File: config.mk
export PLATFORM = sky130hd
export DESIGN_NAME = trng_word_unpacker
export DESIGN_NICKNAME = d
export VERILOG_FILES = /design/src/rtl/trng_pkg.sv /design/src/rtl/trng_word_queue.sv /design/src/rtl/trng_word_unpacker.sv
export SDC_FILE = /design/constraint.sdc
export NUM_CORES = 1
export LEC_CHECK = 0
export BUFFER_PORTS_ARGS = -buffer_cell sky130_fd_sc_hd__buf_4
export CORE_MARGIN = 1.5
export CORE_UTILIZATION = 53
export CTS_CLUSTER_DIAMETER = 120
export DETAILED_ROUTE_END_ITERATION = 6
export PLACE_DENSITY = 0.84
export RECOVER_POWER = 50
export SYNTH_ARGS = -nofsm -noshare
export SYNTH_HDL_FRONTEND = slang
export SYNTH_SLANG_ARGS = --single-unit
File: constraint.sdc
create_clock -name clk -period 2.2 [get_ports clk]
set_input_delay 0.11 -clock clk [delete_from_list [all_inputs] [get_ports clk]]
set_output_delay 0.11 -clock clk [all_outputs]
set_load 0.03 [all_outputs]
File: src/rtl/trng_pkg.sv
// Shared definitions for the TRNG word unpacker: default word width,
// serialiser state encoding and the beats-per-word helper.
package trng_pkg;

  localparam int WORD_W_DEF = 16;

  typedef enum logic [0:0] {
    IDLE  = 1'b0,
    SERVE = 1'b1
  } unp_state_e;

  function automatic int beats_per_word(input int word_w, input int out_w);
    return word_w / out_w;
  endfunction

endpackage

File: src/rtl/trng_word_queue.sv
// Circular word buffer; the caller only pushes when not full (or full with a pop)
// and only pops when not empty.
module trng_word_queue #(
  parameter  int WIDTH = 16,
  parameter  int DEPTH = 4,
  localparam int PTR_W = $clog2(DEPTH),
  localparam int LVL_W = PTR_W + 1
) (
  input  logic             clk,
  input  logic             reset,
  input  logic             push,
  input  logic             pop,
  input  logic [WIDTH-1:0] wdata,
  output logic [WIDTH-1:0] rdata,
  output logic [LVL_W-1:0] level,
  output logic             full,
  output logic             empty
);

  logic [WIDTH-1:0] mem [DEPTH];
  logic [PTR_W-1:0] wr_ptr;
  logic [PTR_W-1:0] rd_ptr;

  assign rdata = mem[rd_ptr];
  assign full  = (level == LVL_W'(DEPTH));
  assign empty = (level == '0);

  always_ff @(posedge clk) begin
    if (push) mem[wr_ptr] <= wdata;
  end

  // DEPTH is a power of two, so the pointers wrap by natural overflow
  always_ff @(posedge clk) begin
    if (reset) begin
      wr_ptr <= '0;
      rd_ptr <= '0;
      level  <= '0;
    end else begin
      if (push) wr_ptr <= wr_ptr + PTR_W'(1);
      if (pop)  rd_ptr <= rd_ptr + PTR_W'(1);
      case ({push, pop})
        2'b10:   level <= level + LVL_W'(1);
        2'b01:   level <= level - LVL_W'(1);
        default: level <= level;
      endcase
    end
  end

endmodule

File: src/rtl/trng_word_unpacker.sv
// Queues packed TRNG words and serialises them LSB-slice first over valid/ready.
// Optional repetition alarm is built when TRNG_REPCNT_EN is defined.
module trng_word_unpacker
  import trng_pkg::*;
#(
  parameter  int WORD_W    = WORD_W_DEF,
  parameter  int OUT_W     = 4,
  parameter  int DEPTH     = 4,
  parameter  int REP_LIMIT = 3,
  localparam int LVL_W     = $clog2(DEPTH) + 1
) (
  input  logic              clk,
  input  logic              reset,
  input  logic              in_valid,
  input  logic [WORD_W-1:0] in_word,
  input  logic              out_ready,
  output logic              out_valid,
  output logic [OUT_W-1:0]  out_data,
  output logic [LVL_W-1:0]  level,
  output logic              overflow,
  output logic              rep_alarm
);

  localparam int BEATS  = beats_per_word(WORD_W, OUT_W);
  localparam int BEAT_W = (BEATS > 1) ? $clog2(BEATS) : 1;

  unp_state_e        state;
  logic [BEAT_W-1:0] beat;
  logic [WORD_W-1:0] cur_word;
  logic [WORD_W-1:0] q_rdata;
  logic              q_full;
  logic              q_empty;
  logic              push;
  logic              pop;
  logic              hs;
  logic              last_beat;
  logic              rep_block;
  logic [OUT_W-1:0]  slices [BEATS];

  assign out_valid = (state == SERVE);
  assign hs        = out_valid && out_ready;
  assign last_beat = (beat == BEAT_W'(BEATS - 1));
  // Pop from the registered level only: a word pushed this edge is never bypassed
  assign pop       = !q_empty && ((state == IDLE) || (hs && last_beat));
  assign push      = in_valid && !rep_block && (!q_full || pop);

  trng_word_queue #(
    .WIDTH (WORD_W),
    .DEPTH (DEPTH)
  ) u_queue (
    .clk   (clk),
    .reset (reset),
    .push  (push),
    .pop   (pop),
    .wdata (in_word),
    .rdata (q_rdata),
    .level (level),
    .full  (q_full),
    .empty (q_empty)
  );

  always_ff @(posedge clk) begin
    if (reset) begin
      state    <= IDLE;
      beat     <= '0;
      cur_word <= '0;
    end else if (pop) begin
      state    <= SERVE;
      beat     <= '0;
      cur_word <= q_rdata;
    end else if (hs) begin
      if (last_beat) begin
        state <= IDLE;
        beat  <= '0;
      end else begin
        beat <= beat + BEAT_W'(1);
      end
    end
  end

  for (genvar i = 0; i < BEATS; i++) begin : g_slice
    assign slices[i] = cur_word[i*OUT_W +: OUT_W];
  end

  assign out_data = out_valid ? slices[beat] : '0;

  // Words discarded by the repetition alarm are not overflow drops
  always_ff @(posedge clk) begin
    if (reset)                              overflow <= 1'b0;
    else if (in_valid && !rep_block && !push) overflow <= 1'b1;
  end

`ifdef TRNG_REPCNT_EN
  localparam int CNT_W = $clog2(REP_LIMIT + 1);

  logic [WORD_W-1:0] prev_word;
  logic              have_prev;
  logic [CNT_W-1:0]  rep_cnt;
  logic [CNT_W-1:0]  rep_cnt_nxt;
  logic              alarm_q;

  assign rep_cnt_nxt = (have_prev && (in_word == prev_word)) ? rep_cnt + CNT_W'(1)
                                                             : CNT_W'(1);

  always_ff @(posedge clk) begin
    if (reset) begin
      prev_word <= '0;
      have_prev <= 1'b0;
      rep_cnt   <= '0;
      alarm_q   <= 1'b0;
    end else if (push) begin
      prev_word <= in_word;
      have_prev <= 1'b1;
      rep_cnt   <= rep_cnt_nxt;
      if (rep_cnt_nxt >= CNT_W'(REP_LIMIT)) alarm_q <= 1'b1;
    end
  end

  assign rep_block = alarm_q;
  assign rep_alarm = alarm_q;
`else
  assign rep_block = 1'b0;
  assign rep_alarm = 1'b0;
`endif

endmodule

==> qor.txt, run 1 <==
GLOBAL ROUTING
---------------------------------------------------------------------------------
Global-route met2 utilization                                               33.0%
Most Crowded Layer GR                                                        met2
Met3 Resource Use GR                                                        4.23%
First-pass GRT wire length                                                10.6 mm
Initial antenna violation count                                                 0
Maximum number of pins on one net before global-route repair                   30
GR met1 Demand/Resource                                                     24.8%
Vias in the first global route                                               2144
Overall fraction of global-route tracks in use                              19.9%
Remaining global-route overflow                                                 0

WORST SETUP PATH
---------------------------------------------------------------------------------
Critical Path End Type                                                   register
R2R depth                                                                      10
R2R Setup Slk                                                             0.07 ns
CP Max Fanout                                                                   3
Crit path launch type                                                    register
Kind of critical path                                                     reg2reg
Cell-by-cell trace of the critical path                              ha_4 > a21boi_4 > a31oi_4 > inv_2 > ha_4 > inv_1 > fa_2 > xor2_1 > or3_1 > a21oi_2
Slowest cell delay on critical path                                       0.37 ns
Worst reg2reg path startpoint                                        beat[0]$_SDFFE_PP0P_
Worst EP required                                                         2.50 ns
Most Frequent Cell on Critical Path                                  sky130_fd_sc_hd__ha_4
Cell with the largest stage delay on the worst path                  sky130_fd_sc_hd__or3_1
Arrival time worst endpoint                                               2.43 ns
Reg-to-Reg End                                                       u_queue.level[2]$_SDFFE_PP0P_

STA
---------------------------------------------------------------------------------
RSZ-0062 raised after global routing                                          yes
Final clock skew                                                       0.00919 ns
Slew at the pin closest to its max-slew limit                            0.631 ns
Fin crit share                                                              96.7%
Count of final hold-check violations                                            0
Clock period minus worst slack                                            2.13 ns
Setup TNS                                                                    0 ns
Max Clock Freq                                                            470 MHz
Worst relative slew slack                                                   58.0%
Pins over their slew limit                                                      0
Finish-stage setup viols                                                        0

ROUTE
---------------------------------------------------------------------------------
Number of nets still failing antenna checks after routing                       0
Count of vias placed by the detailed router                                  2163
Routed vias/inst                                                             5.74
Routed WL                                                                 6.69 mm
Number of remaining DRC errors                                                  0
Post-DR wirelength/cell                                                   17.7 um
Length of the first detailed-routing pass in iterations                         5
Detailed Route Iter0 Violations                                               179

DIE
---------------------------------------------------------------------------------
Core outline area                                                       6720 um^2
Chip width                                                                86.1 um
DIE AREA                                                                7410 um^2
Floorplan row count                                                            30
Number of I/O pins                                                             30
Initial core utilization                                                    54.5%
Die height                                                                86.1 um

POWER AND IR DROP
---------------------------------------------------------------------------------
Power density cells                                                  1110 nW/um^2
Leakage power total                                                       1.48 nW
Total power of the final layout                                           4.81 mW
Highest ir drop seen on vdd                                                585 uV

YOSYS
---------------------------------------------------------------------------------
Number of standard cells after synthesis                                      238
Dominant register cell in the synthesized netlist                    sky130_fd_sc_hd__edfxtp_1
Net count after synthesis                                                     265
Post-synth cell types                                                          30
Number of warning messages in the yosys log                                     0
FFs w/ async S/R, synth                                                        0%
FF+latch count, synth                                                          91
Post-synthesis cell area                                                3660 um^2
Post-Synthesis Mean Instance Area                                       15.4 um^2
Sequential cell area fraction in the yosys report                           67.3%
Number of synthesized flops with an enable pin                                 64

PLACEMENT
---------------------------------------------------------------------------------
IO Port Bufs                                                                   28
HPWL reported at the end of detailed placement                            4.19 mm
Final weighted congestion of routability-driven global placement            0.798
Placed Instances                                                              343

CTS
---------------------------------------------------------------------------------
Library cell used as clock root buffer                               sky130_fd_sc_hd__clkbuf_8
Cts bufs inserted                                                               9
Clock tree buffer depth                                                         2
Worst-Skew Late Latency                                                   0.36 ns
CTS tree                                                                      yes
H-tree lvl count                                                                3
Clock Sink Count                                                               91
Clock slew seen by the registers of the worst setup and hold paths        0.09 ns

MIN PATH
---------------------------------------------------------------------------------
End of the worst hold path                                           overflow$_SDFFE_PP0P_
Hold Startpoint                                                          in_valid
Hold-critical path depth                                                        3
Worst hold path type                                                       in2reg

RUN
---------------------------------------------------------------------------------
Max-cap violation count                                                         0

LAYOUT
---------------------------------------------------------------------------------
Count of nets after finishing                                                 319
Final Instance Count excl. Fillers                                            377
Ant diodes                                                                      0
Share of cells above drive strength 1                                       25.9%
Count of fill cells added during filler insertion                             458
Area growth syn-to-layout                                                   18.9%

STATUS
---------------------------------------------------------------------------------
Status                                                               complete, no violations

flip-flops by register name, indices dropped and copies added (netlist names):
register / flops
beat: 2
u_queue.mem: 64
u_queue.level: 3
u_queue.rd_ptr: 2
out_valid: 1
overflow: 1
cur_word: 16
u_queue.wr_ptr: 2
power by group:
group	switching [mW]	total (mW)	internal (mW)
clock	0.598	1.13	0.530
combinational	0.818	1.48	0.657
sequential	0.128	2.20	2.08
cells in the mapped netlist, types with 2 or more instances:
cell                       number  area [um^2]
sky130_fd_sc_hd__and2_1         8         50.1
sky130_fd_sc_hd__inv_1          9         33.8
sky130_fd_sc_hd__nand3_1       16         80.1
sky130_fd_sc_hd__ha_1           6         75.1
sky130_fd_sc_hd__dfxtp_1       27          541
sky130_fd_sc_hd__xor2_1         2         17.5
sky130_fd_sc_hd__nor2_1        10         37.5
sky130_fd_sc_hd__nand2_1        3         11.3
sky130_fd_sc_hd__buf_2          8         40.0
sky130_fd_sc_hd__mux2i_1        3         30.0
sky130_fd_sc_hd__edfxtp_1      64         1920
sky130_fd_sc_hd__o21ai_0       18         90.1
sky130_fd_sc_hd__or3_1          3         18.8
sky130_fd_sc_hd__buf_4          2         15.0
sky130_fd_sc_hd__nor3_1         3         15.0
sky130_fd_sc_hd__clkbuf_1       4         15.0
sky130_fd_sc_hd__mux4_2        20          450
sky130_fd_sc_hd__a21oi_1       20          100
area by class of cell:
| type | count | area [um^2] | share of cell area [%] |
|---|---|---|---|
| sequential | 91 | 2470 | 56.8 |
| multi-input combinational | 121 | 1120 | 25.8 |
| timing repair buffer | 60 | 427 | 9.81 |
| clock buffer | 9 | 124 | 2.85 |
| tap | 80 | 100 | 2.30 |
| clock inverter | 7 | 75.1 | 1.73 |
| inverter | 9 | 33.8 | 0.777 |
worst max-delay path by stage:
stage	endpoint	slack, ns	depth (start not counted)	startpoint
6_report	u_queue.level[2]$_SDFFE_PP0P_	0.07	10	beat[0]$_SDFFE_PP0P_
5_1_grt	u_queue.level[2]$_SDFFE_PP0P_	-0.006	10	beat[0]$_SDFFE_PP0P_
4_1_cts	u_queue.level[2]$_SDFFE_PP0P_	0.007	10	beat[0]$_SDFFE_PP0P_
3_5_place_dp	u_queue.level[2]$_SDFFE_PP0P_	-0.01	10	beat[0]$_SDFFE_PP0P_
3_3_place_gp	u_queue.level[2]$_SDFFE_PP0P_	0.1	10	beat[0]$_SDFFE_PP0P_
2_1_floorplan	u_queue.level[2]$_SDFFE_PP0P_	0.02	9	u_queue.level[1]$_SDFFE_PP0P_
timing repair:
item | CTS | global route
gates cloned | 0 | 0
hold buffers | 16 | 0
setup buffers | 1 | 1
pin swaps | 1 | 4
gates resized for setup | 1 | 7
endpoints found under the hold margin | 64 | 0
setup endpoints to repair | 1 | 1
worst max-delay path, delay by kind of cell, from the launching register on:
kind | cells | cell delay [ns]
AO/OA/AOI/OAI | 3 | 0.42
adder cells (fa/ha/maj) | 3 | 0.63
AND/OR/NAND/NOR | 1 | 0.37
XOR/XNOR | 1 | 0.15
flip-flops | 1 | 0.35
buffers and inverters | 2 | 0.14
routing by layer:
metal  up-vias  part of all wire, %
li1       1005                    -
met1      1088                   42
met2        58                   52
met3        12                  3.9
met4         0                  2.6
met5         -                    0
kinds of logic after synthesis:
| group | synth area share (%) |
|---|---|
| XOR/XNOR | 0.479 |
| adder cells (fa/ha/maj) | 2.60 |
| other | 0.103 |
| AND/OR/NAND/NOR | 5.81 |
| multiplexers | 13.4 |
| AO/OA/AOI/OAI | 6.87 |
| flip-flops | 67.3 |
| buffers and inverters | 3.39 |
through the flow:
step / utilization (%) / worst slack [ns] / hold slack (ns) / area (um^2)
final: 64.7 / 0.0732 / 0.0407 / 4350
after global routing: 64.7 / -0.00601 / 0.0489 / 4350
after CTS: 65.1 / 0.00740 / 0.0277 / 4380
after detailed placement: 59.6 / -0.0128 / 0.312 / 4000
after global placement: 59.6 / 0.0973 / 0.310 / 4000
after floorplan: - / 0.0172 / 0.209 / 3680
placed cells by master (no fill, tap or decap), types with 2 or more instances in the layout:
master                          instances
sky130_fd_sc_hd__a21oi_1               19
sky130_fd_sc_hd__and2_1                 8
sky130_fd_sc_hd__buf_4                 27
sky130_fd_sc_hd__clkbuf_1              17
sky130_fd_sc_hd__clkbuf_8               9
sky130_fd_sc_hd__clkinvlp_4             2
sky130_fd_sc_hd__dfxtp_1               22
sky130_fd_sc_hd__dfxtp_2                5
sky130_fd_sc_hd__dlygate4sd3_1         16
sky130_fd_sc_hd__edfxtp_1              64
sky130_fd_sc_hd__ha_1                   4
sky130_fd_sc_hd__ha_4                   2
sky130_fd_sc_hd__inv_1                  8
sky130_fd_sc_hd__inv_6                  2
sky130_fd_sc_hd__mux2i_1                3
sky130_fd_sc_hd__mux4_2                20
sky130_fd_sc_hd__nand2_1                3
sky130_fd_sc_hd__nand3_1               16
sky130_fd_sc_hd__nor2_1                 9
sky130_fd_sc_hd__nor3_1                 3
sky130_fd_sc_hd__o21ai_0               18
sky130_fd_sc_hd__or3_1                  3
sky130_fd_sc_hd__xor2_1                 2
No activity file was read; power rests on OpenSTA's default activity.
==> inputs of run 2 (changes only) <==
--- a/config.mk
+++ b/config.mk
@@ -6,8 +6,10 @@
 export NUM_CORES = 1
 export LEC_CHECK = 0
 export BUFFER_PORTS_ARGS = -buffer_cell sky130_fd_sc_hd__buf_4
+export CELL_PAD_IN_SITES_DETAIL_PLACEMENT = 1
+export CELL_PAD_IN_SITES_GLOBAL_PLACEMENT = 2
 export CORE_MARGIN = 1.5
-export CORE_UTILIZATION = 53
+export CORE_UTILIZATION = 39
 export CTS_CLUSTER_DIAMETER = 120
 export DETAILED_ROUTE_END_ITERATION = 6
 export PLACE_DENSITY = 0.84
==> run 2 against run 1 <==
Effect of this change: critical path depth did not move; flip-flop and latch count stayed put; clock-buffer cell count up 2; wire length grew 9.8%; combinational power down 5%; die area increased by 35%; highest routed layer unchanged.
==> qor.txt, run 2 (synthesis results as in run 1) <==
LAYOUT
-------------------------------------------------------------------------------------
Share of cells above drive strength 1                                           21.8%   -4.2 points
Largest Register                                                          u_queue.mem
Ant diodes                                                                          0   unchanged
Most frequent standard cell in the layout excluding fill and tap cells   sky130_fd_sc_hd__edfxtp_1
Total area of sequential cells                                              2470 um^2   -0.10%
Top Registers                                                            u_queue.mem x64, cur_word x16, u_queue.level x3
Max reg flops                                                                      64   unchanged
Most used cells in the layout excluding fill and tap cells               sky130_fd_sc_hd__edfxtp_1 (64), sky130_fd_sc_hd__dfxtp_1 (24), sky130_fd_sc_hd__clkbuf_1 (23)
Count of nets after finishing                                                     316   -0.94%
Final instance area                                                         4300 um^2   -1.2%
Combined area of the multi-input logic cells                                1110 um^2   -1.2%
Count of fill cells added during filler insertion                                 907   +98%
Area growth syn-to-layout                                                       17.4%

POWER AND IR DROP
-------------------------------------------------------------------------------------
Highest ir drop seen on vdd                                                    430 uV   -26%
Leakage power total                                                           1.44 nW   -3.0%
Net switching power figure                                                    1.50 mW   -2.9%
P_int                                                                         3.07 mW   -6.0%
Switching share of power                                                        32.8%   +0.69 points
Comb pwr share                                                                  30.7%   about the same
Proportion of power drawn by the clock network                                  21.0%   -2.5 points
Sequential share of power                                                       48.3%   +2.5 points
Total power of the final layout                                               4.57 mW   -5.0%
Power density cells                                                      1060 nW/um^2   -3.8%

CTS
-------------------------------------------------------------------------------------
CTS tree                                                                          yes
Clock tree buffer depth                                                             2   unchanged
H-tree lvl count                                                                    3   unchanged
Library cell used as clock root buffer                                   sky130_fd_sc_hd__clkbuf_8
Cts bufs inserted                                                                   9   unchanged
Clock slew seen by the registers of the worst setup and hold paths            0.09 ns   about the same
Clock Sink Count                                                                   91   unchanged
Worst-Skew Late Latency                                                       0.34 ns   -0.02 ns

STA
-------------------------------------------------------------------------------------
RSZ-0062 raised after global routing                                               no
Max Clock Freq                                                                478 MHz   +1.8%
Fin crit share                                                                  95.0%   -1.7 points
Worst relative slew slack                                                       53.5%   -4.5 points
Pins over their slew limit                                                          0   unchanged
Worst-case hold slack                                                       0.0524 ns   +0.0117 ns
Clock period minus worst slack                                                2.09 ns   -0.0367 ns
Setup TNS                                                                        0 ns   unchanged
Finish-stage setup viols                                                            0   unchanged
Final clock skew                                                           0.00993 ns   +0.000737 ns
Slew at the pin closest to its max-slew limit                                0.698 ns   +0.0674 ns
Count of final hold-check violations                                                0   unchanged

ROUTE
-------------------------------------------------------------------------------------
Uppermost signal routing layer after detailed routing                            met4
Routed vias/inst                                                                 5.22   -9.1%
Routed WL                                                                     7.35 mm   +9.8%
Number of nets still failing antenna checks after routing                           0   unchanged
Total routed wire length on the met1 layer                                    3.42 mm   +23%
Post-DR wirelength/cell                                                       18.1 um   +2.2%
Count of vias placed by the detailed router                                      2113   -2.3%
Length of the first detailed-routing pass in iterations                             4   -1
Detailed Route Iter0 Violations                                                   136   -24%
Detailed route wirelength on metal2                                           3.52 mm   +1.3%
DR WL met3                                                                     280 um   +8.1%
Number of remaining DRC errors                                                      0   unchanged

WORST SETUP PATH
-------------------------------------------------------------------------------------
Startpoint of the worst setup timing path                                beat[0]$_SDFFE_PP0P_
Kind of critical path                                                         reg2reg
Critical Path End Type                                                       register
Cell-by-cell trace of the critical path                                  ha_4 > a21boi_4 > a31oi_4 > inv_1 > ha_2 > inv_1 > fa_2 > xor2_1 > or3_1 > a21oi_1
Cell with the largest stage delay on the worst path                      sky130_fd_sc_hd__dfxtp_2
Worst reg2reg path startpoint                                            beat[0]$_SDFFE_PP0P_
Levels on crit path                                                                10   unchanged
Buffer and inverter count on the worst path                                         2   unchanged
Most Frequent Cell on Critical Path                                      sky130_fd_sc_hd__inv_1
CP Max Fanout                                                                       4   +1
Cell class contributing the biggest share of worst-path delay             adder cells
Slowest cell delay on critical path                                           0.34 ns   -0.03 ns
Arrival time worst endpoint                                                   2.37 ns   -0.06 ns
Worst EP required                                                             2.48 ns   -0.02 ns
Crit path to                                                             u_queue.level[2]$_SDFFE_PP0P_
Crit path launch type                                                        register
Reg-to-Reg End                                                           u_queue.level[2]$_SDFFE_PP0P_
R2R Setup Slk                                                                 0.11 ns   +0.04 ns
R2R depth                                                                          10   unchanged

DIE
-------------------------------------------------------------------------------------
Number of I/O pins                                                                 30   unchanged
DIE AREA                                                                    9970 um^2   +35%
Chip width                                                                    99.9 um   +16%
Core outline area                                                           9150 um^2   +36%
Floorplan row count                                                                35   +17%
Initial core utilization                                                        40.0%   -14 points
Die height                                                                    99.9 um   +16%

GLOBAL ROUTING
-------------------------------------------------------------------------------------
Maximum number of pins on one net before global-route repair                       30   unchanged
Overall fraction of global-route tracks in use                                  16.1%   -3.8 points
Vias in the first global route                                                   2172   +1.3%
Remaining global-route overflow                                                     0   unchanged
First-pass GRT wire length                                                    12.1 mm   +13%
Initial antenna violation count                                                     0   unchanged

PLACEMENT
-------------------------------------------------------------------------------------
Final weighted congestion of routability-driven global placement                0.818   +2.5%
HPWL reported at the end of detailed placement                                4.54 mm   +8.3%
Post-detailed-placement cell area                                           4030 um^2   +0.59%
IO Port Bufs                                                                       28   unchanged

RUN
-------------------------------------------------------------------------------------
Max-cap violation count                                                             0   unchanged

STATUS
-------------------------------------------------------------------------------------
Status                                                                   complete, no violations

MIN PATH
-------------------------------------------------------------------------------------
Worst hold path type                                                           in2reg

[run 2: worst register-to-register path: stages (launching register included)]
cell                       delay, ns
sky130_fd_sc_hd__dfxtp_2        0.34
sky130_fd_sc_hd__ha_4           0.17
sky130_fd_sc_hd__a21boi_4       0.18
sky130_fd_sc_hd__a31oi_4        0.11
sky130_fd_sc_hd__inv_1          0.08
sky130_fd_sc_hd__ha_2           0.18
sky130_fd_sc_hd__inv_1          0.06
sky130_fd_sc_hd__fa_2           0.33
sky130_fd_sc_hd__xor2_1         0.16
sky130_fd_sc_hd__or3_1          0.30
sky130_fd_sc_hd__a21oi_1        0.14
[run 2: routing by layer]
layer / up-vias / track usage (%)
li1: 1001 / -
met1: 1056 / 22.3
met2: 47 / 25.6
met3: 9 / 2.44
met4: 0 / 6.72
met5: - / 0
[run 2: layout make-up]
class | count | area share (%)
clock buffers | 11 | 3.06
clock inverters | 5 | 0.699
inverters | 9 | 0.786
multi-input cells | 121 | 25.8
flip-flops and latches | 91 | 57.4
well taps | 111 | 3.23
repair buffers | 57 | 9.06
[run 2: power by group through the flow]
stage / combinational, mW / sequential, mW / clock [mW]
after floorplan: 1.00 / 2.25 / 0
after global placement: 1.38 / 2.23 / 0
after detailed placement: 1.40 / 2.25 / 0
after CTS: 1.42 / 2.21 / 0.989
after global routing: 1.56 / 2.24 / 1.06
final: 1.40 / 2.21 / 0.961
[run 2: per-stage QoR]
stage	setup WS (ns)	util, %	instances
after floorplan	0.0172	-	238
after global placement	0.0811	44.0	372
after detailed placement	0.0489	44.0	372
after CTS	0.0279	47.5	404
after global routing	0.000752	46.9	405
final	0.110	46.9	405
[run 2: worst min path at each step]
stage	from	to	slack, ns	cells after the start
2_1_floorplan	in_word[0]	u_queue.mem[0][0]$_DFFE_PP_	0.21	0
3_3_place_gp	in_word[3]	u_queue.mem[2][3]$_DFFE_PP_	0.31	1
3_5_place_dp	in_word[10]	u_queue.mem[2][10]$_DFFE_PP_	0.31	1
4_1_cts	in_valid	overflow$_SDFFE_PP0P_	0.04	3
5_1_grt	in_valid	overflow$_SDFFE_PP0P_	0.07	3
6_report	in_valid	overflow$_SDFFE_PP0P_	0.05	3
[run 2: repair_timing]
item                       4_1_cts  5_1_grt
setup endpoints to repair        0        1
hold endpoints to repair        64        0
gates resized for setup          0        5
hold buffers                    16        0
buffers inserted                 0        1
